## config.mk

```make
export PLATFORM = sky130hd
export DESIGN_NAME = rv_fifo
export DESIGN_NICKNAME = d
export VERILOG_FILES = /design/src/rtl/rv_fifo.sv
export SDC_FILE = /design/constraint.sdc
export NUM_CORES = 1
export LEC_CHECK = 0
export CAP_MARGIN = 25
export CORE_MARGIN = 2
export CORE_UTILIZATION = 50
export DETAILED_ROUTE_END_ITERATION = 16
export MAX_ROUTING_LAYER = met4
export PLACE_DENSITY = 0.77
export SETUP_SLACK_MARGIN = 0.2
export SYNTH_ARGS = -nofsm -noshare
export SYNTH_HDL_FRONTEND = slang
export SYNTH_SLANG_ARGS = --single-unit
export TNS_END_PERCENT = 20
```

## constraint.sdc

```tcl
create_clock -name clk -period 3.9 [get_ports clk]
set_input_delay 0.78 -clock clk [delete_from_list [all_inputs] [get_ports clk]]
set_output_delay 0.78 -clock clk [all_outputs]
set_load 0.05 [all_outputs]
```

## src/rtl/rv_fifo.sv

```systemverilog
// rv_fifo: parametrised valid/ready elastic FIFO with occupancy, almost-full and flush.
// Optional zero-latency empty bypass enabled by defining RV_FIFO_BYPASS_EN.
module rv_fifo #(
   parameter int DW        = 32,
   parameter int DEPTH     = 4,
   parameter int AFULL_THR = DEPTH - 1
) (
   input  logic                         clk,
   input  logic                         rst_n,
   input  logic                         flush,
   input  logic                         in_valid,
   output logic                         in_ready,
   input  logic [DW-1:0]                in_data,
   output logic                         out_valid,
   input  logic                         out_ready,
   output logic [DW-1:0]                out_data,
   output logic [$clog2(DEPTH+1)-1:0]   count,
   output logic                         almost_full
);

   localparam int AW = $clog2(DEPTH);
   localparam int CW = $clog2(DEPTH+1);

   // Handshake: a transfer happens on a posedge where valid & ready are both high;
   // in_ready never depends on out_ready, so a full FIFO admits nothing even while popping.

   logic [DW-1:0] mem [DEPTH];
   logic [AW-1:0] wr_ptr;
   logic [AW-1:0] rd_ptr;
   logic [CW-1:0] count_q;
   logic          init_done;
   logic          empty;
   logic          full;
   logic          push;
   logic          pop;
   logic          wr_en;
   logic          rd_en;

   assign empty       = (count_q == '0);
   assign full        = (count_q == CW'(DEPTH));
   assign in_ready    = init_done & ~full;
   assign push        = in_valid & in_ready;
   assign pop         = out_valid & out_ready;
   assign count       = count_q;
   assign almost_full = (count_q >= CW'(AFULL_THR));

`ifdef RV_FIFO_BYPASS_EN
   // When empty the producer is seen directly; an item taken on the same edge is never stored.
   assign out_valid = empty ? (in_valid & init_done) : 1'b1;
   assign out_data  = empty ? (out_valid ? in_data : '0) : mem[rd_ptr];
   assign wr_en     = push & ~(empty & out_ready);
   assign rd_en     = pop & ~empty;
`else
   assign out_valid = ~empty;
   assign out_data  = empty ? '0 : mem[rd_ptr];
   assign wr_en     = push;
   assign rd_en     = pop;
`endif

   always_ff @(posedge clk or negedge rst_n) begin
      if (!rst_n) begin
         init_done <= 1'b0;
      end else begin
         init_done <= 1'b1;
      end
   end

   always_ff @(posedge clk or negedge rst_n) begin
      if (!rst_n) begin
         wr_ptr  <= '0;
         rd_ptr  <= '0;
         count_q <= '0;
      end else if (flush) begin
         wr_ptr  <= '0;
         rd_ptr  <= '0;
         count_q <= '0;
      end else begin
         if (wr_en) begin
            wr_ptr <= wr_ptr + AW'(1);
         end
         if (rd_en) begin
            rd_ptr <= rd_ptr + AW'(1);
         end
         case ({wr_en, rd_en})
            2'b10:   count_q <= count_q + CW'(1);
            2'b01:   count_q <= count_q - CW'(1);
            default: count_q <= count_q;
         endcase
      end
   end

   // Storage is deliberately left unreset; out_data is masked while empty.
   always_ff @(posedge clk) begin
      if (wr_en && !flush) begin
         mem[wr_ptr] <= in_data;
      end
   end

endmodule

```

After elaboration in Yosys (flattened, before gate mapping)
Memory sizes are Yosys's and may differ from the RTL's.
Cells that the tools add are included.
- input port bits: 37
- output and inout bits: 38
- logic and storage cells: 33
- memories: 1
- bits in writable memories: 128
- flip-flop bits (word level): 8
- add/subtract/negate cells: 4
- order comparisons: 1
- eq/ne operators: 3
- bitwise operators: 5
- multiplexer cells: 9
- reduce and logical (&&, ||, !) cells: 6
- memory list (name ; depth ; width ; rd ports ; clocked after Yosys merged registers in ; wr ports ; line ; RTL):
    mem ; 4 ; 32 ; 1 ; 0 ; 1 ; 27 ; logic [DW-1:0] mem [DEPTH];
- operators by type and width (kind ; count):
    $mux W32 ; 1
    $mux W2 ; 4
    $pmux W3 S2 ; 1
    $add A2 B1 Y2 const B ; 2
    $reduce_bool A2 Y1 ; 2
    $add A3 B1 Y3 const B ; 1
    $and A1 B1 Y1 ; 3
    $eq A3 B3 Y1 const B ; 1
    $ge A3 B2 Y1 const B ; 1
    $logic_not A3 Y1 ; 1
    $mux W3 ; 1
    $reduce_bool A3 Y1 ; 1
    $sub A3 B1 Y3 const B ; 1
    $eq A2 B1 Y1 const B ; 1
    $eq A2 B2 Y1 const B ; 1
    $mux W1 ; 2
    $not A1 Y1 ; 2
    $logic_and A1 B1 Y1 ; 1
    $logic_not A1 Y1 ; 1

Logic depth before layout (Yosys ltp)
Gate-level depths: netlist of run 1.
- depth in word-level cells: 7
- depth in mapped cells: 6
- depth with buffers taken out: 6

Worst setup path before layout of run 1
Ideal clock, no wire load.
- path kind: reg2out
- from: register count_q[0], in the netlist count[0]
- to: output out_data[22]
- stages on the path, launching flop included: 5
- data required time: 3120 ps
- setup slack: 919 ps
- data arrival time: 2201 ps
- buffers on the path: 2
- cells stage by stage: dfrtp_1 > or3_1 > clkbuf_1 > clkbuf_1 > and2_1
- word-level cells in the longest chain between the ends: 2
- ends and longest elaborated chain (item ; line ; RTL):
    from (decl) ; 30 ; logic [CW-1:0] count_q;
    from (signal assigned) ; 85 ; 2'b10: count_q <= count_q + CW'(1);
    from (signal assigned) ; 86 ; 2'b01: count_q <= count_q - CW'(1);
    from (signal assigned) ; 87 ; default: count_q <= count_q;
    $logic_not A3 Y1 ; 39 ; assign empty = (count_q == '0);
    $mux W32 ; 55 ; assign out_data = empty ? '0 : mem[rd_ptr];
    to (decl) ; 16 ; output logic [DW-1:0] out_data,
No other way between the ends.

Worst setup path in the final report of run 1
- from: register rd_ptr[0]
- to: output out_data[24]
- word-level cells in the longest chain between the ends: 2
- ends and longest elaborated chain (item ; line ; RTL):
    from (decl) ; 29 ; logic [AW-1:0] rd_ptr;
    from (signal assigned) ; 82 ; rd_ptr <= rd_ptr + AW'(1);
    $mem_v2 Z4 W32 ; n/a ;
    $mux W32 ; 55 ;
No other way between the ends.

==> impl_metrics.py, run 1 <==
metrics = {
    "status": {
        "run_status": "complete, no violations",
    },
    "detailed_routing": {
        "ant_nets": 0,
        "first_pass_iters": 4,
        "vias": 2656,
        "wl_um": 9700,
        "drtIter0Drc": 153,
        "drt-wirelength-per-cell_um": 19.7,
        "drc": 0,
        "vias_per_cell": 5.40,
    },
    "global_routing": {
        "grt_max_degree": 35,
        "gr-total-overflow": 0,
        "grtUsageTotal_pct": 18.5,
        "antenna_found_initial": 0,
        "grt_pass1_vias": 2797,
        "grt_pass1_wl_um": 15100,
    },
    "synthesis": {
        "synthCells": 256,
        "synth_edf_count": 128,
        "yosysSeqAreaShare_pct": 75.4,
        "yosys.area.top_type": "edfxtp_1",
        "synth_area_mm2": 0.00537,
        "synthArstFlopShare_pct": 5.88,
        "synth.distinct_cells": 32,
        "synth_top_area_share_pct": 71.6,
        "synth.area.top_cells": "edfxtp_1 72%, mux4_2 13%, and2_1 4.3%",
        "synth_fp_nets": 298,
        "yosys_warnings": 0,
        "synth_commonest_cells": "128 x edfxtp_1, 37 x and2_1, 32 x mux4_2, 9 x clkbuf_1, 8 x dfrtp_1",
        "yosys_most_used_dff": "edfxtp_1",
        "synth.avg_cell_area_um2": 21.0,
        "ys_seq_elements": 136,
        "synth.most_common_cell": "edfxtp_1",
    },
    "die": {
        "start_util_pct": 51.7,
        "die_y_um": 108,
        "rows": 37,
        "core_mm2": 0.0104,
        "fp.dieW_um": 108,
        "ioPinCount": 75,
        "die_area_mm2": 0.0116,
    },
    "timing": {
        "skew_ps": 5.23,
        "tightest_slew_ps": 505,
        "max_freq_mhz": 279,
        "min_period_over_period_pct": 91.8,
        "hold_viol_final": 0,
        "period_needed_ps": 3580,
        "slew_viol_final": 0,
        "relSlewSlack_pct": 66.2,
        "tns_ps": 0,
        "rsz0062_at_grt": "yes",
        "setup_viol": 0,
    },
    "clocking": {
        "clk_path_buf_depth": 2,
        "clkLatencyLatePin_ps": 500,
        "h-tree-depth": 4,
        "cts.sinks": 136,
        "cts_hold_buf": 0,
        "post-cts-setup-buffers": 0,
        "clkTransAtPathRegs_ps": 60,
        "cts.repair.resized": 0,
        "cts_made_buffers": 17,
        "cts_tree": "done",
        "cts_root_buf": "clkbuf_8",
    },
    "placed_design": {
        "io_buffer_count": 74,
        "hpwl_um": 5870,
        "gp_congestion": 0.708,
        "dpl_cell_area_mm2": 0.00633,
    },
    "setup_path": {
        "critPathLaunchType": "flip-flop",
        "critPathKind": "reg2out",
        "cp_data_arrival_time_ps": 2800,
        "crit_fanout": 26,
        "critical_path.endpoint_type": "output pin",
        "cp_data_required_time_ps": 3120,
    },
    "run": {
        "cap_violations": 0,
    },
    "power_and_ir_drop": {
        "ir_drop_mv": 0.468,
        "power_mw": 5.32,
        "p_leak_nw": 2.28,
        "power_density_mw_per_mm2": 768,
    },
    "finish": {
        "antennaDiodeCount": 0,
        "nets": 385,
        "design_area_mm2": 0.00693,
        "synthToLayoutAreaGrowth_pct": 29.1,
        "drive_above_1_share_pct": 23.0,
        "nFillCells": 689,
    },
    "hold_path": {
        "min_path_type": "in2async",
    },
}
## final timing paths
check	startpoint	slack, ps	cells after the start	endpoint
max in group asynchronous	rst_n	3040	1	rd_ptr[0]$_DFFE_PN0P_
worst min-delay path	rst_n	560	1	init_done$_DFF_PN0_
worst max-delay path	rd_ptr[0]$_DFFE_PN0P_	320	4	out_data[24]
worst max register to register	count[2]$_DFFE_PN0P_	1480	5	mem[0][0]$_DFFE_PP_
worst min register to register	wr_ptr[0]$_DFFE_PN0P_	610	2	wr_ptr[0]$_DFFE_PN0P_
min in group clk	wr_ptr[0]$_DFFE_PN0P_	610	2	wr_ptr[0]$_DFFE_PN0P_
## power breakdown
group | internal [mW] | switching (mW)
Sequential | 1.65 | 0.0719
Combinational | 0.778 | 1.24
Clock | 0.978 | 0.599
Total | 3.41 | 1.91
## logic make-up (layout without fill, tap and decap cells)
kind of cell             after synthesis  after routing  share of synthesized area [%]
AND/OR/NAND/NOR                       57             57                           6.60
flip-flops                           136            136                           75.4
multiplexers                          35             35                           14.1
adder cells (fa/ha/maj)                5              5                           1.31
other                                  1              1                         0.0699
buffers and inverters                 15            115                           1.14
XOR/XNOR                               3              3                          0.490
AO/OA/AOI/OAI                          4              4                          0.956
## cell type report
type	count	area, um^2	share of cell area, %
Sequential cell	136	4050	58.4
Multi-Input combinational cell	105	1270	18.3
Timing Repair Buffer	81	846	12.2
Clock buffer	18	418	6.03
Clock inverter	14	174	2.51
Tap cell	136	170	2.46
Inverter	2	7.51	0.108
## state kept, by name, summed over array words and instances, names as in the netlist
signal / count
rd_ptr: 2
init_done: 1
count: 3
wr_ptr: 2
mem: 128
## metal layers
layer	GRT usage (%)	part of all wire [%]	up-vias
li1	-	-	1195
met1	24.4	44	1351
met2	29.0	49	101
met3	5.02	5.5	9
met4	5.22	0.95	0
met5	-	0	-
## through the flow
step	std cells	util [%]	setup WS, ps	hold WS, ps
after floorplan	256	-	919	484
after global placement	460	61.1	839	571
after detailed placement	460	61.1	819	599
after CTS	492	66.8	260	563
after global routing	492	66.8	190	576
final	492	66.8	319	562
## worst max-delay path, cell delays in order, from the launching register on
cell and delay [ps]:
dfrtp_2 560, buf_12 290, mux4_2 520, and2_1 200
clkdlybuf4s50_1 710
## cell usage in the layout (no fill, tap or decap), drive strengths merged
cell,n
edfxtp,128
clkdlybuf4s50,73
and2,37
mux4,32
clkbuf,18
dfrtp,8
buf,7
nor2,6
inv,5
ha,4
clkinvlp,4
clkinv,4
bufinv,3
nor2b,3
mux2i,2
xor2,2
or3b,1
o31ai,1
a31oi,1
or3,1
and3,1
a21o,1
nand2b,1
or2b,1
nand4,1
mux2,1
xnor2,1
nand3,1
nand2,1
nand3b,1
nand4b,1
or4b,1
o2111ai,1
fa,1
conb,1
dlymetal6s2s,1
(Power assumes the default switching activity.)
==> run 2: changes to the inputs <==
- CTS_CLUSTER_DIAMETER: unset -> 120
- PLACE_DENSITY: 0.77 -> 0.84
==> impl_metrics.py, run 2 (synthesized netlist as in run 1, its figures left out) <==
metrics = {
    "status": {
        "run_status": "complete, no violations",
    },
    "setup_path": {
        "r2r-start": "count[2]$_DFFE_PN0P_",
        "r2r-end": "mem[1][31]$_DFFE_PP_",
        "crit_fanout": 33,
        "ff2ff_path_depth": 5,
        "critPathLaunchType": "flip-flop",
        "ff2ff_setup_slack_ps": 1430,
        "cp_data_required_time_ps": 3120,
        "critPathKind": "reg2out",
        "critical_path.endpoint_type": "output pin",
        "cp_data_arrival_time_ps": 2750,
    },
    "detailed_routing": {
        "vias": 2671,
        "drc": 0,
        "drt-wirelength-per-cell_um": 19.3,
        "drtIter0Drc": 175,
        "first_pass_iters": 4,
        "vias_per_cell": 5.42,
        "ant_nets": 0,
        "wl_um": 9530,
    },
    "clocking": {
        "h-tree-depth": 4,
        "clk_path_buf_depth": 2,
        "cts_root_buf": "clkbuf_8",
        "cts.repair.resized": 1,
        "cts.sinks": 136,
        "clkLatencyLatePin_ps": 500,
        "post-cts-setup-buffers": 0,
        "cts_hold_buf": 0,
        "cts_made_buffers": 17,
        "cts_tree": "done",
        "clkTransAtPathRegs_ps": 60,
    },
    "power_and_ir_drop": {
        "power_density_mw_per_mm2": 768,
        "p_leak_nw": 2.27,
        "ir_drop_mv": 0.710,
    },
    "timing": {
        "fin_ws_ps": 374,
        "tightest_slew_ps": 825,
        "tns_ps": 0,
        "slew_viol_final": 0,
        "skew_ps": 8.78,
        "rsz0062_at_grt": "no",
        "hold_viol_final": 0,
        "holdWs_ps": 563,
        "setup_viol": 0,
        "min_period_over_period_pct": 90.4,
        "period_needed_ps": 3530,
        "max_freq_mhz": 284,
        "relSlewSlack_pct": 45.0,
    },
    "die": {
        "ioPinCount": 75,
        "rows": 37,
        "fp.dieW_um": 108,
        "start_util_pct": 51.7,
        "die_area_mm2": 0.0116,
        "die_y_um": 108,
        "core_mm2": 0.0104,
    },
    "finish": {
        "nets": 387,
        "antennaDiodeCount": 0,
        "synthToLayoutAreaGrowth_pct": 28.4,
        "regMostFlops": "mem",
        "largest_reg_flops": 128,
        "final_cell_mix": "128 x edfxtp_1, 74 x clkdlybuf4s50_1, 33 x and2_1",
        "layout_commonest_cell": "edfxtp_1",
        "drive_above_1_share_pct": 23.5,
    },
    "global_routing": {
        "grt_pass1_vias": 2822,
        "grtUsageTotal_pct": 18.2,
        "grt_pass1_wl_um": 14900,
        "antenna_found_initial": 0,
        "grt_max_degree": 35,
        "gr-total-overflow": 0,
    },
    "hold_path": {
        "min_path_type": "in2async",
    },
    "placed_design": {
        "hpwl_um": 5920,
        "io_buffer_count": 74,
        "gp_congestion": 0.742,
        "dp_slack_ps": 653,
    },
    "run": {
        "cap_violations": 0,
    },
}
[run 2: cell count changes in the layout (fill, tap and decap cells not counted)]
cell	delta
buf_12	-4
buf_4	+6
clkdlybuf4s50_1	+1
clkinv_2	-1
clkinv_4	+1
clkinvlp_4	-2
dlymetal6s2s_1	-1
inv_6	+1
or3_1	-1
or3_2	+1
[run 2: area by class of cell]
type | instances | area, um^2
inverters | 2 | 7.51
clock buffers | 18 | 418
multi-input cells | 105 | 1270
flip-flops and latches | 136 | 4050
fillers | 721 | 3480
well taps | 136 | 170
clock inverters | 13 | 171
repair buffers | 83 | 808
[run 2: worst max-delay path by stage]
stage	startpoint	endpoint	slack, ps	cells after the start
global placement	count[0]$_DFFE_PN0P_	out_data[25]	740	3
detailed placement	count[0]$_DFFE_PN0P_	out_data[26]	650	3
CTS	rd_ptr[1]$_DFFE_PN0P_	out_data[24]	330	3
floorplan	count[0]$_DFFE_PN0P_	out_data[22]	920	4
finish	rd_ptr[1]$_DFFE_PN0P_	out_data[24]	370	3
global route	rd_ptr[1]$_DFFE_PN0P_	out_data[8]	250	3
[run 2: power by group]
group	total, mW	internal (mW)	leakage (nW)	switching (mW)
logic	2.01	0.764	0.731	1.25
registers	1.71	1.65	1.26	0.0580
clock network	1.57	0.980	0.283	0.590
total	5.29	3.40	2.27	1.89
[run 2: stage by stage]
stage	utilization (%)	std cells	cell area, um^2	power, mW
floorplan	-	256	5370	3.15
global placement	60.7	462	6300	3.75
detailed placement	60.7	462	6300	3.77
CTS	66.4	493	6890	5.35
global route	66.4	493	6890	5.49
finish	66.4	493	6890	5.29
[run 2: critical path: stages, from the launching register on]
cell and delay (ps):
dfrtp_2 900, mux4_2 440, and2_1 180, clkdlybuf4s50_1 710
[run 2: layer usage]
metal	up-vias	wire, um	share of wire, %	global-route usage [%]
met1	1376	4280	45	24.1
met5	-	0	0	-
li1	1199	-	-	-
met4	0	102	1.1	6.32
met3	9	470	4.9	5.21
met2	87	4680	49	27.4
